$ cat config.mk
export PLATFORM = sky130hd
export DESIGN_NAME = flow_delta_proc
export DESIGN_NICKNAME = d
export VERILOG_FILES = /design/src/rtl/flow_pkg.sv /design/src/rtl/flow_out_stage.sv /design/src/rtl/flow_delta_proc.sv
export SDC_FILE = /design/constraint.sdc
export NUM_CORES = 1
export LEC_CHECK = 0
export CORE_ASPECT_RATIO = 0.5
export CORE_MARGIN = 1
export CORE_UTILIZATION = 60
export CTS_BUF_LIST = sky130_fd_sc_hd__clkbuf_4
export DETAILED_ROUTE_END_ITERATION = 7
export PLACE_DENSITY = 0.81
export SYNTH_ARGS = -nofsm -noshare
export SYNTH_HDL_FRONTEND = slang
export SYNTH_HIERARCHICAL = 1
export SYNTH_SLANG_ARGS = --single-unit
$ cat constraint.sdc
create_clock -name clk -period 5.7 [get_ports clk]
set_input_delay 0.57 -clock clk [delete_from_list [all_inputs] [get_ports clk]]
set_output_delay 0.57 -clock clk [all_outputs]
set_load 0.01 [all_outputs]
$ cat src/rtl/flow_pkg.sv
// Shared definitions for the flow delta processor: FSM state encoding,
// default parameter values and the channel-tag width helper.
package flow_pkg;

  typedef enum logic [0:0] {
    IDLE = 1'b0,
    PKT  = 1'b1
  } flow_state_e;

  localparam int DEF_DATA_WIDTH = 8;
  localparam int DEF_NUM_CH     = 4;
  localparam int DEF_LEN_WIDTH  = 16;
  localparam int DEF_CNT_WIDTH  = 32;
  localparam int DEF_XOR_EN     = 1;

  // A single channel still needs a one-bit tag.
  function automatic int ch_width(input int num_ch);
    return (num_ch > 1) ? $clog2(num_ch) : 1;
  endfunction

endpackage

$ cat src/rtl/flow_out_stage.sv
// Single registered valid/ready output stage; accepts a new word whenever it
// is empty or being drained in the same cycle, so continuous flow has no bubble.
module flow_out_stage #(
  parameter int WIDTH = 8
) (
  input  logic             clk,
  input  logic             rst_n,
  input  logic             in_vld,
  output logic             in_rdy,
  input  logic [WIDTH-1:0] in_data,
  output logic             out_vld,
  input  logic             out_rdy,
  output logic [WIDTH-1:0] out_data
);

  logic             vld_r;
  logic [WIDTH-1:0] data_r;

  assign in_rdy   = ~vld_r | out_rdy;
  assign out_vld  = vld_r;
  assign out_data = data_r;

  // Payload only changes when a new word is pushed, so it holds while stalled.
  always_ff @(posedge clk or negedge rst_n) begin
    if (!rst_n) begin
      vld_r  <= 1'b0;
      data_r <= {WIDTH{1'b0}};
    end else if (in_rdy) begin
      vld_r <= in_vld;
      if (in_vld) begin
        data_r <= in_data;
      end
    end
  end

endmodule

$ cat src/rtl/flow_delta_proc.sv
// Packet delta processor: frames beats into packets, XOR-deltas middle beats,
// reports completed packets and keeps saturating per-channel packet counters.
module flow_delta_proc
  import flow_pkg::*;
#(
  parameter  int DATA_WIDTH = DEF_DATA_WIDTH,
  parameter  int NUM_CH     = DEF_NUM_CH,
  parameter  int LEN_WIDTH  = DEF_LEN_WIDTH,
  parameter  int CNT_WIDTH  = DEF_CNT_WIDTH,
  parameter  int XOR_EN     = DEF_XOR_EN,
  localparam int CH_WIDTH   = ch_width(NUM_CH)
) (
  input  logic                  clk,
  input  logic                  rst_n,
  input  logic                  in_vld,
  output logic                  in_rdy,
  input  logic                  in_sop,
  input  logic                  in_eop,
  input  logic [CH_WIDTH-1:0]   in_ch,
  input  logic [DATA_WIDTH-1:0] in_data,
  output logic                  out_vld,
  input  logic                  out_rdy,
  output logic                  out_sop,
  output logic                  out_eop,
  output logic [CH_WIDTH-1:0]   out_ch,
  output logic [DATA_WIDTH-1:0] out_data,
  output logic                  fb_vld,
  output logic [CH_WIDTH-1:0]   fb_ch,
  output logic [LEN_WIDTH-1:0]  fb_len,
  output logic                  fb_err,
  input  logic [CH_WIDTH-1:0]   cnt_sel,
  output logic [CNT_WIDTH-1:0]  cnt_rdata,
  input  logic                  cnt_clr
);

  localparam int                   PW      = 2 + CH_WIDTH + DATA_WIDTH;
  localparam logic [LEN_WIDTH-1:0] LEN_ONE = LEN_WIDTH'(1'b1);
  localparam logic [LEN_WIDTH-1:0] LEN_MAX = {LEN_WIDTH{1'b1}};
  localparam logic [CNT_WIDTH-1:0] CNT_ONE = CNT_WIDTH'(1'b1);
  localparam logic [CNT_WIDTH-1:0] CNT_MAX = {CNT_WIDTH{1'b1}};

  flow_state_e           state_r, state_s;
  logic                  stage_rdy_s, acc_s, push_s, start_s;
  logic                  fb_fire_s, fb_err_s;
  logic [CH_WIDTH-1:0]   fb_ch_s, beat_ch_s, ch_r;
  logic [LEN_WIDTH-1:0]  fb_len_s, len_r, len_inc_s;
  logic [DATA_WIDTH-1:0] beat_data_s, prev_r;
  logic [PW-1:0]         stage_out_s;
  logic                  fb_vld_r, fb_err_r;
  logic [CH_WIDTH-1:0]   fb_ch_r;
  logic [LEN_WIDTH-1:0]  fb_len_r;
  logic [CNT_WIDTH-1:0]  cnt_r [NUM_CH];
  logic [CNT_WIDTH-1:0]  cnt_rdata_s;

  assign acc_s     = in_vld & stage_rdy_s;
  assign len_inc_s = (len_r == LEN_MAX) ? len_r : len_r + LEN_ONE;

  // State register; an asynchronous reset drops any packet in flight silently.
  always_ff @(posedge clk or negedge rst_n) begin
    if (!rst_n) begin
      state_r <= IDLE;
    end else begin
      state_r <= state_s;
    end
  end

  // Framing decisions for the accepted beat. A sop&eop beat that also closes an
  // unterminated packet reports only the error close (one feedback slot per cycle).
  always_comb begin
    state_s     = state_r;
    push_s      = 1'b0;
    start_s     = 1'b0;
    fb_fire_s   = 1'b0;
    fb_err_s    = 1'b0;
    fb_ch_s     = ch_r;
    fb_len_s    = len_inc_s;
    beat_ch_s   = ch_r;
    beat_data_s = in_data;
    if (acc_s) begin
      case (state_r)
        IDLE: begin
          if (in_sop) begin
            push_s    = 1'b1;
            start_s   = 1'b1;
            beat_ch_s = in_ch;
            if (in_eop) begin
              fb_fire_s = 1'b1;
              fb_ch_s   = in_ch;
              fb_len_s  = LEN_ONE;
              state_s   = IDLE;
            end else begin
              state_s = PKT;
            end
          end else begin
            state_s = IDLE;
          end
        end
        PKT: begin
          push_s = 1'b1;
          if (in_sop) begin
            start_s   = 1'b1;
            beat_ch_s = in_ch;
            fb_fire_s = 1'b1;
            fb_err_s  = 1'b1;
            fb_len_s  = len_r;
            state_s   = in_eop ? IDLE : PKT;
          end else if (in_eop) begin
            fb_fire_s = 1'b1;
            state_s   = IDLE;
          end else begin
            beat_data_s = (XOR_EN != 0) ? (in_data ^ prev_r) : in_data;
            state_s     = PKT;
          end
        end
        default: begin
          state_s = IDLE;
        end
      endcase
    end else begin
      state_s = state_r;
    end
  end

  // Per-packet context: channel tag, saturating beat count and previous raw beat.
  always_ff @(posedge clk or negedge rst_n) begin
    if (!rst_n) begin
      ch_r   <= {CH_WIDTH{1'b0}};
      len_r  <= {LEN_WIDTH{1'b0}};
      prev_r <= {DATA_WIDTH{1'b0}};
    end else if (start_s) begin
      ch_r   <= in_ch;
      len_r  <= LEN_ONE;
      prev_r <= in_data;
    end else if (push_s) begin
      len_r  <= len_inc_s;
      prev_r <= in_data;
    end
  end

  // Feedback pulse; the descriptor holds its last value between pulses.
  always_ff @(posedge clk or negedge rst_n) begin
    if (!rst_n) begin
      fb_vld_r <= 1'b0;
      fb_err_r <= 1'b0;
      fb_ch_r  <= {CH_WIDTH{1'b0}};
      fb_len_r <= {LEN_WIDTH{1'b0}};
    end else begin
      fb_vld_r <= fb_fire_s;
      if (fb_fire_s) begin
        fb_err_r <= fb_err_s;
        fb_ch_r  <= fb_ch_s;
        fb_len_r <= fb_len_s;
      end
    end
  end

  // Good-packet counters; a clear in the same cycle discards the increment.
  always_ff @(posedge clk or negedge rst_n) begin
    if (!rst_n) begin
      for (int i = 0; i < NUM_CH; i++) begin
        cnt_r[i] <= {CNT_WIDTH{1'b0}};
      end
    end else if (cnt_clr) begin
      for (int i = 0; i < NUM_CH; i++) begin
        cnt_r[i] <= {CNT_WIDTH{1'b0}};
      end
    end else if (fb_vld_r && !fb_err_r) begin
      for (int i = 0; i < NUM_CH; i++) begin
        if ((fb_ch_r == CH_WIDTH'(i)) && (cnt_r[i] != CNT_MAX)) begin
          cnt_r[i] <= cnt_r[i] + CNT_ONE;
        end
      end
    end
  end

  // Counter read mux; out-of-range selects read as zero.
  always_comb begin
    cnt_rdata_s = {CNT_WIDTH{1'b0}};
    for (int i = 0; i < NUM_CH; i++) begin
      if (cnt_sel == CH_WIDTH'(i)) begin
        cnt_rdata_s = cnt_r[i];
      end else begin
        cnt_rdata_s = cnt_rdata_s;
      end
    end
  end

  flow_out_stage #(
    .WIDTH (PW)
  ) u_out_stage (
    .clk      (clk),
    .rst_n    (rst_n),
    .in_vld   (push_s),
    .in_rdy   (stage_rdy_s),
    .in_data  ({in_sop, in_eop, beat_ch_s, beat_data_s}),
    .out_vld  (out_vld),
    .out_rdy  (out_rdy),
    .out_data (stage_out_s)
  );

  assign in_rdy    = stage_rdy_s;
  assign out_sop   = stage_out_s[PW-1];
  assign out_eop   = stage_out_s[PW-2];
  assign out_ch    = stage_out_s[DATA_WIDTH +: CH_WIDTH];
  assign out_data  = stage_out_s[DATA_WIDTH-1:0];
  assign fb_vld    = fb_vld_r;
  assign fb_ch     = fb_ch_r;
  assign fb_len    = fb_len_r;
  assign fb_err    = fb_err_r;
  assign cnt_rdata = cnt_rdata_s;

endmodule

* Word-level counts from Yosys, hierarchy flattened
Index checks and enable logic that the tools add are counted.
Operators by class: multiply operators 0, reductions and logical operators 19, equal/unequal tests 11, $add $sub $neg 5, mux-type cells 44, shifts and indexed selects 0, bitwise operators 5, $lt $le $gt $ge 0, div/mod/pow operators 0
Operators with widths (number):
- two-way mux 128 bit | 2
- two-way mux 32 bit | 8
- adder 32 x 1 -> 32 bit, second input constant | 4
- != test 32 bit, second input constant | 4
- two-way mux 16 bit | 7
- two-way mux 8 bit | 6
- one-hot mux 16 bit (2 select lines) | 1
- adder 16 x 1 -> 16 bit, second input constant | 1
- == test 16 bit, second input constant | 1
- two-way mux 2 bit | 6
- nonzero test 2 bit | 6
- two-way mux 1 bit | 11
- AND reduction 2 bit | 5
- == test 2 bit, second input constant | 4
- XOR 8 bit | 1
- one-hot mux 1 bit (2 select lines) | 3
- logical AND 1 bit | 5
- == test 2 x 1 -> 1 bit, second input constant | 2
- logical NOT 2 bit | 2
- inverter 1 bit | 2
- bitwise AND 1 bit | 1
- logical NOT 1 bit | 1
- bitwise OR 1 bit | 1
Storage, ports and cells: flip-flop bits (word level) 188, word-level logic and storage cells 98, bits in read-only memories 0, bits in writable memories 0, latch bits 0, memories 0, bits of input ports 19

* Longest topological paths before layout
word-level depth 6, depth in mapped cells 9, depth with buffers taken out 7

* Cells and area by module
The synthesis kept the hierarchy.
By module, submodules not included:
- flow_delta_proc | area each 10750.3 sq um, times used 1, cells each 1164
- flow_out_stage | area each 550.5 sq um, times used 1, cells each 29

* Worst setup path after synthesis
Ideal clock, no wire load.
path kind input to output, start point input port cnt_sel[0], end point output port cnt_rdata[10], stages on the path 3, buffers on the path 2, data required time 5.130 ns, slack 3.200 ns, arrival time 1.930 ns, cells stage by stage clkbuf_1 > buf_1 > mux4_2
On the way: word-level cells in the longest chain between the ends 5, elaborated cells between the ends (all ways) 8
Ends and longest elaborated chain:
- from (decl) | RTL line flow_delta_proc.sv:31 | input logic [CH_WIDTH-1:0] cnt_sel,
- logical NOT 2 bit | RTL line flow_delta_proc.sv:180 | if (cnt_sel == CH_WIDTH'(i)) begin
- two-way mux 32 bit (3 in a row) | RTL line flow_delta_proc.sv:180
- two-way mux 32 bit * | RTL line flow_delta_proc.sv:180
- to (decl) | RTL line flow_delta_proc.sv:32 | output logic [CNT_WIDTH-1:0] cnt_rdata,
Mark *: on every way between the ends. The rest lies on a longest branch, timed or not.

* Final worst setup path
start point register cnt_r[64] in the netlist's numbering, end point register cnt_r[84] in the netlist's numbering
On the way: word-level cells in the longest chain between the ends 4, elaborated cells between the ends (all ways) 8
Ends and longest elaborated chain:
- from (decl) | RTL line flow_delta_proc.sv:52 | logic [CNT_WIDTH-1:0] cnt_r [NUM_CH];
- from (signal, indexed assignment) | RTL line flow_delta_proc.sv:161 | cnt_r[i] <= {CNT_WIDTH{1'b0}};
- from (signal, indexed assignment) | RTL line flow_delta_proc.sv:165 | cnt_r[i] <= {CNT_WIDTH{1'b0}};
- from (signal, indexed assignment) | RTL line flow_delta_proc.sv:170 | cnt_r[i] <= cnt_r[i] + CNT_ONE;
- adder 32 x 1 -> 32 bit / != test 32 bit (equally long branches) | RTL line flow_delta_proc.sv:170, flow_delta_proc.sv:169
- two-way mux 32 bit / logical AND 1 bit (equally long branches) | RTL line flow_delta_proc.sv:169 | if ((fb_ch_r == CH_WIDTH'(i)) && (cnt_r[i] != CNT_MAX)) begin
- two-way mux 128 bit / nonzero test 2 bit (equally long branches)
- two-way mux 128 bit / AND reduction 2 bit (equally long branches)
Several ways; a longest one is shown, not always the timed one. The select of a mux whose other input is x is not followed. A chain may end at the register's enable or synchronous reset.

==> results.yml <==
run_status:
  status: "finished, final reports clean"
synthesis:
  synth_area_leaders: "dfrtp_1 (42%), mux4_2 (6.4%), a21oi_1 (4.2%)"
  yosys.area_share.simple_pct: 25.4
  synthAdderAreaFrac_pct: 0.642
  synth.top_cell.area_share_pct: 41.6
  synth_area_per_cell_um2: 9.47
  synth.yosys.seq_area_share_pct: 41.6
  synth-main-ff-cell: "dfrtp_1"
  syn-cell-area_um2: 11300
  async_reset_ff_share_pct: 100
  synthMuxAreaShare_pct: 11.4
  ys_types: 78
  netlist_instances: 1193
  yosys.area_share.xor_xnor_pct: 2.56
  yosysTopAreaCell: "dfrtp_1"
  synth-seq-cells: 188
  synth_top_family_by_area: "simple AND/OR/NAND/NOR gates"
  syn_nets: 1217
  synth_compound_area_share_pct: 14.7
  synth_edf_count: 0
  ys_warn_count: 6
final_layout:
  seq_area_um2: 4700
  num-fill-cells: 1460
  fin_area_um2: 12500
  syn_to_final_growth_pct: 10.8
  post-route-util_pct: 67.9
  n_antenna_cell: 0
  multi_input_area_um2: 6190
  nNetsFinal: 1253
  drive_gt1_share_pct: 10.7
timing:
  rsz0062_at_grt: "false"
  slew_headroom_pct: 12.0
  fmax_ghz: 0.307
  maxSlewViolCount: 0
  hold_viol: 0
  hold-worst-slack_ns: 0.0554
  worstMarginPinSlew_ns: 1.31
  fin_skew_ns: 0.0254
  min_period_ns: 3.25
  finalSetupViolCount: 0
  period_share_pct: 57.1
  fin_tns_setup_ns: 0
floorplan:
  dieHeight_um: 99.0
  core_um2: 18400
  dieArea_um2: 19400
  die_w_um: 196
  floorplan.initialDensity_pct: 61.3
  row_count: 35
  ios: 85
cts:
  htreeDepth: 4
  clockRootBuffer: "clkbuf_4"
  worstSkewPairLatency_ns: 0.59
  ctsResizeCount: 0
  clk_pin_slew_ns: 0.18
  hold_buffers: 0
  clock-sinks: 188
  post_cts.repair.setup_buffers: 0
  cts_tree: "built"
  cts_made_buffers: 17
  clock_path_buffers: 2
worst_setup_path:
  cp-end-kind: "flip-flop"
  worstSetupPathType: "reg2reg"
  cp.required_ns: 6.18
  startpoint_type: "flip-flop"
  cp_slowest_stage_delay_ns: 1.13
  worst_ep_arrival_time_ns: 3.73
  crit_path_max_fanout: 26
  crit_chain: "ha_1 > nand4_1 > nand4bb_1 > nor3_2 > or4_1 > mux2_2"
  ff2ff_path_depth: 6
  cp_slowest_cell: "nor3_2"
grt:
  grtUsageMet3_pct: 5.51
  use_met1_pct: 47.6
  grt_first_pass_wirelength_um: 48400
  busiest_layer: "met2"
  antenna_found_initial: 0
  grt_max_degree: 104
  grt_pass1_vias: 9349
  grt-ovfl-total: 0
  grt.total_usage_pct: 31.6
  use_met2_pct: 47.8
flow_run:
  maxCapViolCount: 0
placement:
  hpwl_um: 21200
  gp_congestion: 0.913
  place.port_buffers: 84
  place_area_um2: 12200
drt:
  routed_via_density: 6.76
  ant_nets: 0
  routed_wl_um: 30000
  route.detailed.wl_per_inst_um: 20.0
  drt_pre_antenna_iters: 5
  vias: 10100
  drc_errors: 0
  drt-initial-drc-count: 1191
power_and_ir_drop:
  power_density_nw_per_um2: 218
  ir_drop_v: 0.000192
  p_leak_nw: 4.63
  power_mw: 2.73
worst_hold_path:
  hold_path.class: "in2async"
-- per-layer routing --
metal,wire [µm],vias up
li1,-,4592
met1,13500,5064
met2,13500,453
met3,2520,36
met4,398,0
met5,0,-
-- metrics by stage --
stage               cells  worst slack [ns]
floorplan            1193              3.20
global placement     1469              2.31
detailed placement   1469              2.21
CTS                  1501              2.54
global route         1501              2.32
finish               1501              2.45
-- report_power, final --
group / switching, mW / internal, mW
combinational: 0.210 / 0.215
sequential: 0.105 / 1.41
clock: 0.542 / 0.248
total: 0.858 / 1.87
-- Yosys cell counts (all sizes together) (9+ instances only) --
master    n
o31ai    34
nand3    51
o21ai    77
or4      41
nor3     19
nand2   118
dfrtp   188
or3      58
inv      24
nor2     72
xor2      9
mux4     32
and4     12
nor2b    19
clkbuf   59
a21oi    95
nor4     35
and3     16
mux2i    10
buf      16
xnor2    24
nand4    44
a31oi    13
mux2     38
a211oi    9
-- final timing paths --
check	startpoint	end	slack, ns
setup / recovery	cnt_r[64]	cnt_r[84]	2.45
hold / removal	rst_n	cnt_r[68]	0.06
setup reg to reg	cnt_r[64]	cnt_r[84]	2.45
hold reg to reg	prev_r[7]	prev_r[7]	0.50
max in group asynchronous	rst_n	cnt_r[18]	4.45
min in group clk	prev_r[7]	prev_r[7]	0.50
-- final cells by class --
cell class | instances | area share, %
inverters | 25 | 0.750
clock buffers | 18 | 1.08
flip-flops and latches | 188 | 37.6
clock inverters | 14 | 1.39
repair buffers | 92 | 7.17
multi-input cells | 905 | 49.5
well taps | 259 | 2.59
-- flip-flops by register name, indices dropped and copies added (netlist names) --
name / cells
fb_err: 1
u_out_stage/out_data: 12
len_r: 16
fb_vld: 1
ch_r: 2
cnt_r: 128
fb_ch: 2
state_r: 1
fb_len: 16
prev_r: 8
u_out_stage/out_vld: 1
-- critical path, delay by kind of cell, from the launching register on --
kind	cells	cell delay, ns
simple gates	4	2.07
flops	1	0.51
mux	1	0.33
fa+ha+maj	1	0.23
-- cells by family (layout without fill, tap and decap cells) --
logic type | Yosys count | in the layout
flops | 188 | 188
compound gates | 270 | 270
xor+xnor | 33 | 33
buf+inv | 100 | 149
fa+ha+maj | 6 | 6
mux | 80 | 80
simple gates | 516 | 516
-- cells in the final DEF (no fill, tap or decap), drive strengths merged, types with 30 or more instances in the layout --
cell type        n
o21ai           77
dfrtp          188
nand3           51
inv             30
mux4            32
or3             58
or4             41
clkdlybuf4s50   81
nand2          118
a21oi           95
nand4           44
nor4            35
mux2            38
o31ai           34
nor2            72
Power figures use the tool's default switching activity.
